**config.mk**
```make
export PLATFORM = sky130hd
export DESIGN_NAME = clk_period_meter_flat
export DESIGN_NICKNAME = d
export VERILOG_FILES = /design/src/rtl/clk_period_meter_if.sv /design/src/rtl/clk_period_meter.sv /design/src/flat_wrapper.sv
export SDC_FILE = /design/constraint.sdc
export NUM_CORES = 1
export LEC_CHECK = 0
export ABC_AREA = 0
export CAP_MARGIN = 20
export CORE_ASPECT_RATIO = 1.75
export CORE_MARGIN = 10
export CORE_UTILIZATION = 54
export CTS_CLUSTER_DIAMETER = 100
export DETAILED_ROUTE_END_ITERATION = 7
export HOLD_SLACK_MARGIN = 0.02
export PLACE_DENSITY = 0.75
export SETUP_SLACK_MARGIN = 0.1
export SYNTH_ARGS = -nofsm -noshare
export SYNTH_HDL_FRONTEND = slang
export SYNTH_SLANG_ARGS = --single-unit
```
**constraint.sdc**
```tcl
create_clock -name clk -period 6.8 [get_ports clk]
set_input_delay 1.02 -clock clk [delete_from_list [all_inputs] [get_ports clk]]
set_output_delay 1.02 -clock clk [all_outputs]
set_load 0.02 [all_outputs]
```
**src/rtl/clk_period_meter_if.sv**
```systemverilog
// Bundle of the measurement request and result signals of clk_period_meter.
// The master drives enable and the signal under test; the slave reports results.
interface clk_period_meter_if #(
   parameter int unsigned CNT_W = 8
);

   logic             i_en;
   logic             i_sig;
   logic [CNT_W-1:0] o_period;
   logic [CNT_W-1:0] o_high;
   logic             o_valid;
   logic             o_lock;
   logic             o_timeout;

   modport master (
      output i_en,
      output i_sig,
      input  o_period,
      input  o_high,
      input  o_valid,
      input  o_lock,
      input  o_timeout
   );

   modport slave (
      input  i_en,
      input  i_sig,
      output o_period,
      output o_high,
      output o_valid,
      output o_lock,
      output o_timeout
   );

endinterface

```
**src/rtl/clk_period_meter.sv**
```systemverilog
// clk_period_meter: measures the rising-to-rising period and the sampled high
// time of a slow clock-like data signal in units of clk, flags lock when
// consecutive results agree and timeout when the signal stops toggling.
module clk_period_meter #(
   parameter int unsigned CNT_W       = 8,
   parameter int unsigned LOCK_CNT    = 4,
   parameter int unsigned SYNC_STAGES = 2
) (
   input  logic              clk,
   input  logic              rst,
   clk_period_meter_if.slave bus
);

   localparam int unsigned       MCNT_W   = $clog2(LOCK_CNT + 1);
   localparam logic [CNT_W-1:0]  CNT_MAX  = '1;
   localparam logic [CNT_W-1:0]  CNT_ONE  = CNT_W'(1);
   localparam logic [MCNT_W-1:0] LOCK_TGT = MCNT_W'(LOCK_CNT);
   localparam logic [MCNT_W-1:0] MCNT_ONE = MCNT_W'(1);

   typedef enum logic [1:0] {
      ST_IDLE,
      ST_WAIT,
      ST_MEAS
   } state_t;

   // synchronizer and edge-detect history
   logic [SYNC_STAGES-1:0] sync_q;
   logic                   prev_q;

   // measurement state
   state_t                 state_q;
   logic [CNT_W-1:0]       pcnt_q;
   logic [CNT_W-1:0]       hcnt_q;
   logic [MCNT_W-1:0]      mcnt_q;

   // registered results
   logic [CNT_W-1:0]       period_q;
   logic [CNT_W-1:0]       high_q;
   logic                   valid_q;
   logic                   lock_q;
   logic                   timeout_q;

   // combinational helpers
   logic                   sig_s;
   logic                   rise;
   logic [CNT_W-1:0]       pcnt_d;
   logic [CNT_W-1:0]       hcnt_d;
   logic [MCNT_W-1:0]      mcnt_d;
   logic                   pair_match;
   logic                   lock_d;

   // Bring i_sig into the clk domain and keep one sample of history for edges.
   always_ff @(posedge clk or posedge rst) begin
      if (rst) begin
         sync_q <= '0;
         prev_q <= 1'b0;
      end else begin
         sync_q <= {sync_q[SYNC_STAGES-2:0], bus.i_sig};
         prev_q <= sync_q[SYNC_STAGES-1];
      end
   end

   // Edge detect, saturating counter increments and lock run-length update.
   always_comb begin
      sig_s      = sync_q[SYNC_STAGES-1];
      rise       = sig_s & ~prev_q;
      pcnt_d     = (pcnt_q == CNT_MAX) ? pcnt_q : pcnt_q + CNT_ONE;
      hcnt_d     = (sig_s && (hcnt_q != CNT_MAX)) ? hcnt_q + CNT_ONE : hcnt_q;
      // pcnt_d is the period that would be reported if this cycle is a rise
      pair_match = (pcnt_d == period_q) && (hcnt_q == high_q);
      if (!pair_match) begin
         mcnt_d = MCNT_ONE;
      end else if (mcnt_q == LOCK_TGT) begin
         mcnt_d = mcnt_q;
      end else begin
         mcnt_d = mcnt_q + MCNT_ONE;
      end
      lock_d     = (mcnt_d >= LOCK_TGT);
   end

   // Measurement FSM with counters and registered result/flag outputs.
   always_ff @(posedge clk or posedge rst) begin
      if (rst) begin
         state_q   <= ST_IDLE;
         pcnt_q    <= '0;
         hcnt_q    <= '0;
         mcnt_q    <= '0;
         period_q  <= '0;
         high_q    <= '0;
         valid_q   <= 1'b0;
         lock_q    <= 1'b0;
         timeout_q <= 1'b0;
      end else begin
         valid_q <= 1'b0;
         if (!bus.i_en) begin
            // results hold; everything else restarts from scratch
            state_q   <= ST_IDLE;
            pcnt_q    <= '0;
            hcnt_q    <= '0;
            mcnt_q    <= '0;
            lock_q    <= 1'b0;
            timeout_q <= 1'b0;
         end else begin
            unique case (state_q)
               ST_IDLE: begin
                  state_q <= ST_WAIT;
               end
               ST_WAIT: begin
                  if (rise) begin
                     state_q   <= ST_MEAS;
                     pcnt_q    <= '0;
                     hcnt_q    <= CNT_ONE;
                     timeout_q <= 1'b0;
                  end
               end
               ST_MEAS: begin
                  if (rise) begin
                     period_q <= pcnt_d;
                     high_q   <= hcnt_q;
                     valid_q  <= 1'b1;
                     mcnt_q   <= mcnt_d;
                     lock_q   <= lock_d;
                     pcnt_q   <= '0;
                     hcnt_q   <= CNT_ONE;
                  end else if (pcnt_d == CNT_MAX) begin
                     state_q   <= ST_WAIT;
                     timeout_q <= 1'b1;
                     lock_q    <= 1'b0;
                     mcnt_q    <= '0;
                     pcnt_q    <= '0;
                     hcnt_q    <= '0;
                  end else begin
                     pcnt_q <= pcnt_d;
                     hcnt_q <= hcnt_d;
                  end
               end
               default: begin
                  state_q <= ST_IDLE;
               end
            endcase
         end
      end
   end

   assign bus.o_period  = period_q;
   assign bus.o_high    = high_q;
   assign bus.o_valid   = valid_q;
   assign bus.o_lock    = lock_q;
   assign bus.o_timeout = timeout_q;

endmodule
```
**src/flat_wrapper.sv**
```systemverilog
// flat-port wrapper written by rule: the top's interface ports become plain ports
module clk_period_meter_flat 
#(
   parameter int unsigned CNT_W       = 8,
   parameter int unsigned LOCK_CNT    = 4,
   parameter int unsigned SYNC_STAGES = 2
)
  (clk, rst, bus_i_en, bus_i_sig, bus_o_period, bus_o_high, bus_o_valid, bus_o_lock, bus_o_timeout);
  clk_period_meter_if #(.CNT_W(CNT_W)) bus_i ();
  input  logic clk;
  input  logic rst;
  input wire logic [$bits(bus_i.i_en)-1:0] bus_i_en;
  input wire logic [$bits(bus_i.i_sig)-1:0] bus_i_sig;
  output wire logic [$bits(bus_i.o_period)-1:0] bus_o_period;
  output wire logic [$bits(bus_i.o_high)-1:0] bus_o_high;
  output wire logic [$bits(bus_i.o_valid)-1:0] bus_o_valid;
  output wire logic [$bits(bus_i.o_lock)-1:0] bus_o_lock;
  output wire logic [$bits(bus_i.o_timeout)-1:0] bus_o_timeout;
  assign bus_i.i_en = bus_i_en;
  assign bus_i.i_sig = bus_i_sig;
  assign bus_o_period = bus_i.o_period;
  assign bus_o_high = bus_i.o_high;
  assign bus_o_valid = bus_i.o_valid;
  assign bus_o_lock = bus_i.o_lock;
  assign bus_o_timeout = bus_i.o_timeout;
  clk_period_meter #(.CNT_W(CNT_W), .LOCK_CNT(LOCK_CNT), .SYNC_STAGES(SYNC_STAGES)) u_core (.clk(clk), .rst(rst), .bus(bus_i));
endmodule
```
==> metrics.txt <==
run status=finished clean; Wirelength per Cell=about 18 um; number of placed instances, taps included=372; final setup skew=between 0.006 and 0.007 ns; number of buffer cells added on primary ports=22; register bit total from synthesis=42; routability cong.=between 0.9 and 1; Die Span X=between 70 and 80 um; WHS=approximately 0.35 ns; drt initial violations=roughly 280; headroom to the max-slew limit=0.467; required time of the critical path=between 7 and 8 ns; final routed wirelength across all metal layers=6710 um; die outline area=8370 sq um; P_leak=1.23 nW; post-detail-place hpwl=between 4000 and 5000 um; clock period minus final worst setup slack=3.08 ns; global route total overflow=0; utilization after layout=0.605; Async S/R FF share, synth=1.00; FF+latch area=between 1000 and 1500 sq um; drt first pass iters=4; Yosys warning total=0; synthesized cell area=2710 sq um; I/O Pins=23; total power draw=between 0.4 and 0.5 mW; leading cell type in the layout, fill and taps excluded=sky130_fd_sc_hd__nand2_1; post-route ant nets=0; Synth cell types=63; maximum number of pins on one net before global-route repair=43; Tightest Pin Transition=~0.80 ns; placeable core area=about 4900 sq um; final net count=between 300 and 400; sequential fraction of the synthesis area=0.387; sum of negative setup slack=0 ns; Avg Inst Size Synth=approximately 8.6 sq um; number of buffers created by CTS=5; number of setup buffers added after CTS=0; combined global-route utilization of all metal layers=0.166; vias in the first global route=~2,300; multi-input logic area=1500 sq um; maximum resistive drop on vdd=about 170 uV; number of nets produced by synthesis=~330; number of resized instances in the post-cts repair step=0; Hold Crit Class=flip-flop to flip-flop; ratio of total power to cell area=162 nW/um^2; routed vias=2,375; TritonCTS clock tree=done; Fin. Hold Viols=0; post-detailed-route DRC marker count=0; Max Cap Violations=0; later-pin clock latency in the skew report=about 0.29 ns; wire length of the first global-routing pass=around 11,000 um; clock net sink count=between 40 and 50; maximum number of buffers from clock root to sink=2; count of placed standard cells in the final layout, fillers left out=380; fin. max-slew vios=0; endpoints failing setup=0; EDFF count, synth=0; Starting Density=0.550; average vias per placed instance=approximately 6.3; H-tree Lvls=2; Clock Pin Slew Worst Setup and Hold Paths=0.08 ns; Die Ht=~110 um; fraction of layout cells with a size suffix above 1=0.0736; relative area change from synthesis to final layout=10.1%; final-layout fill cell count=444; number of placement rows=34; Synth Instances=~320; root buffer cell=sky130_fd_sc_hd__clkbuf_8; setup repair after global routing missed its margin=false; commonest register cell after synthesis=sky130_fd_sc_hd__dfrtp_1; total inserted antenna cells=0; part of the cycle the worst path needs=0.454; type of the setup path with the least slack=input port to flip-flop; Max FO, Critical Path=24; Setup crit start kind=input port; fmax=about 0.32 GHz; Critical Path AT=3.30 ns; antenna violations before repair=0; kind of end point of the critical path=flip-flop; most used cells in the layout excluding fill and tap cells=60 x sky130_fd_sc_hd__nand2_1, 42 x sky130_fd_sc_hd__dfrtp_1, 27 x sky130_fd_sc_hd__o21ai_0; cts-stage hold buffer count=0
==> cell usage after synthesis, types with 3 or more instances <==
master	number	area, sq um
sky130_fd_sc_hd__a31oi_1	7	43.8
sky130_fd_sc_hd__inv_1	12	45.0
sky130_fd_sc_hd__nand2_1	60	225
sky130_fd_sc_hd__dfrtp_1	42	1050
sky130_fd_sc_hd__nor3_1	3	15.0
sky130_fd_sc_hd__and3_1	7	43.8
sky130_fd_sc_hd__xor2_1	4	35.0
sky130_fd_sc_hd__a21oi_1	16	80.1
sky130_fd_sc_hd__nand4_1	8	50.1
sky130_fd_sc_hd__clkbuf_1	12	45.0
sky130_fd_sc_hd__o31ai_1	3	22.5
sky130_fd_sc_hd__buf_2	4	20.0
sky130_fd_sc_hd__nand3_1	10	50.1
sky130_fd_sc_hd__nor2_1	15	56.3
sky130_fd_sc_hd__buf_4	3	22.5
sky130_fd_sc_hd__ha_1	4	50.1
sky130_fd_sc_hd__xnor2_1	9	78.8
sky130_fd_sc_hd__nand2b_1	5	31.3
sky130_fd_sc_hd__o21ai_0	27	135
sky130_fd_sc_hd__and2_1	3	18.8
sky130_fd_sc_hd__a21o_1	5	37.5
sky130_fd_sc_hd__a22o_1	6	52.6
==> final cells by class <==
type,count,share of cell area
multi-input combinational,241,0.504
tap,54,0.0226
inverter,12,0.0151
clock inverter,1,0.00168
timing repair buffer,23,0.0762
clock buffer,7,0.0289
sequential,42,0.352
==> sequential cells by signal, summed over array words and instances, names as in the netlist <==
name	count
u_core.prev_q	1
u_core.hcnt_q	8
u_core.bus.o_high	8
u_core.pcnt_q	8
u_core.bus.o_period	8
u_core.bus.o_valid	1
u_core.bus.o_timeout	1
u_core.mcnt_q	3
u_core.state_q	2
u_core.sync_q	2
==> worst max-delay path: stages <==
cell                              delay (ns)
sky130_fd_sc_hd__clkdlybuf4s50_1        0.62
sky130_fd_sc_hd__nand3_1                0.61
sky130_fd_sc_hd__inv_1                  0.60
sky130_fd_sc_hd__and2_1                 0.20
sky130_fd_sc_hd__nand4_1                0.09
sky130_fd_sc_hd__a22oi_1                0.15
==> per-layer routing <==
| metal | GRT usage | up-vias | wire [um] |
|---|---|---|---|
| met1 | 0.188 | 1172 | 2610 |
| li1 | - | 1141 | - |
| met3 | 0.0252 | 13 | 233 |
| met5 | 0 | - | 0 |
| met4 | 0.0749 | 0 | 150 |
| met2 | 0.291 | 49 | 3720 |
==> report_power, final <==
group	total, mW	switching [mW]	internal (mW)
Clock	0.166	0.0841	0.0819
Sequential	0.263	0.00816	0.255
Combinational	0.0538	0.0312	0.0225
==> logic make-up (layout without fill, tap and decap cells) <==
| logic type | count (synthesis) | after routing | synth area share |
|---|---|---|---|
| flops | 42 | 42 | 0.387 |
| simple gates | 131 | 131 | 0.245 |
| xor+xnor | 13 | 13 | 0.0420 |
| buf+inv | 34 | 43 | 0.0585 |
| compound gates | 90 | 90 | 0.235 |
| fa+ha+maj | 4 | 4 | 0.0184 |
| mux | 3 | 3 | 0.0134 |
==> path summary, 6_finish.rpt <==
kind	from	endpoint	slack [ns]	cells after the start
max in group asynchronous	rst	u_core.hcnt_q[3]	5.27	3
setup reg to reg	u_core.pcnt_q[0]	u_core.pcnt_q[4]	3.82	7
hold / removal	u_core.sync_q[0]	u_core.sync_q[1]	0.35	0
min in group asynchronous	rst	u_core.bus.o_period[2]	1.16	3
setup / recovery	bus_i_en	u_core.mcnt_q[2]	3.72	6
hold reg to reg	u_core.sync_q[0]	u_core.sync_q[1]	0.35	0
==> per-stage QoR <==
step           instance area (sq um)  setup WS [ns]
5_1_grt                         2990           3.44
2_1_floorplan                   2710           4.64
6_report                        2990           3.72
4_1_cts                         2990           3.67
3_5_place_dp                    2900           3.36
3_3_place_gp                    2900           3.43
Note: power is estimated with default switching activity, not from simulation.
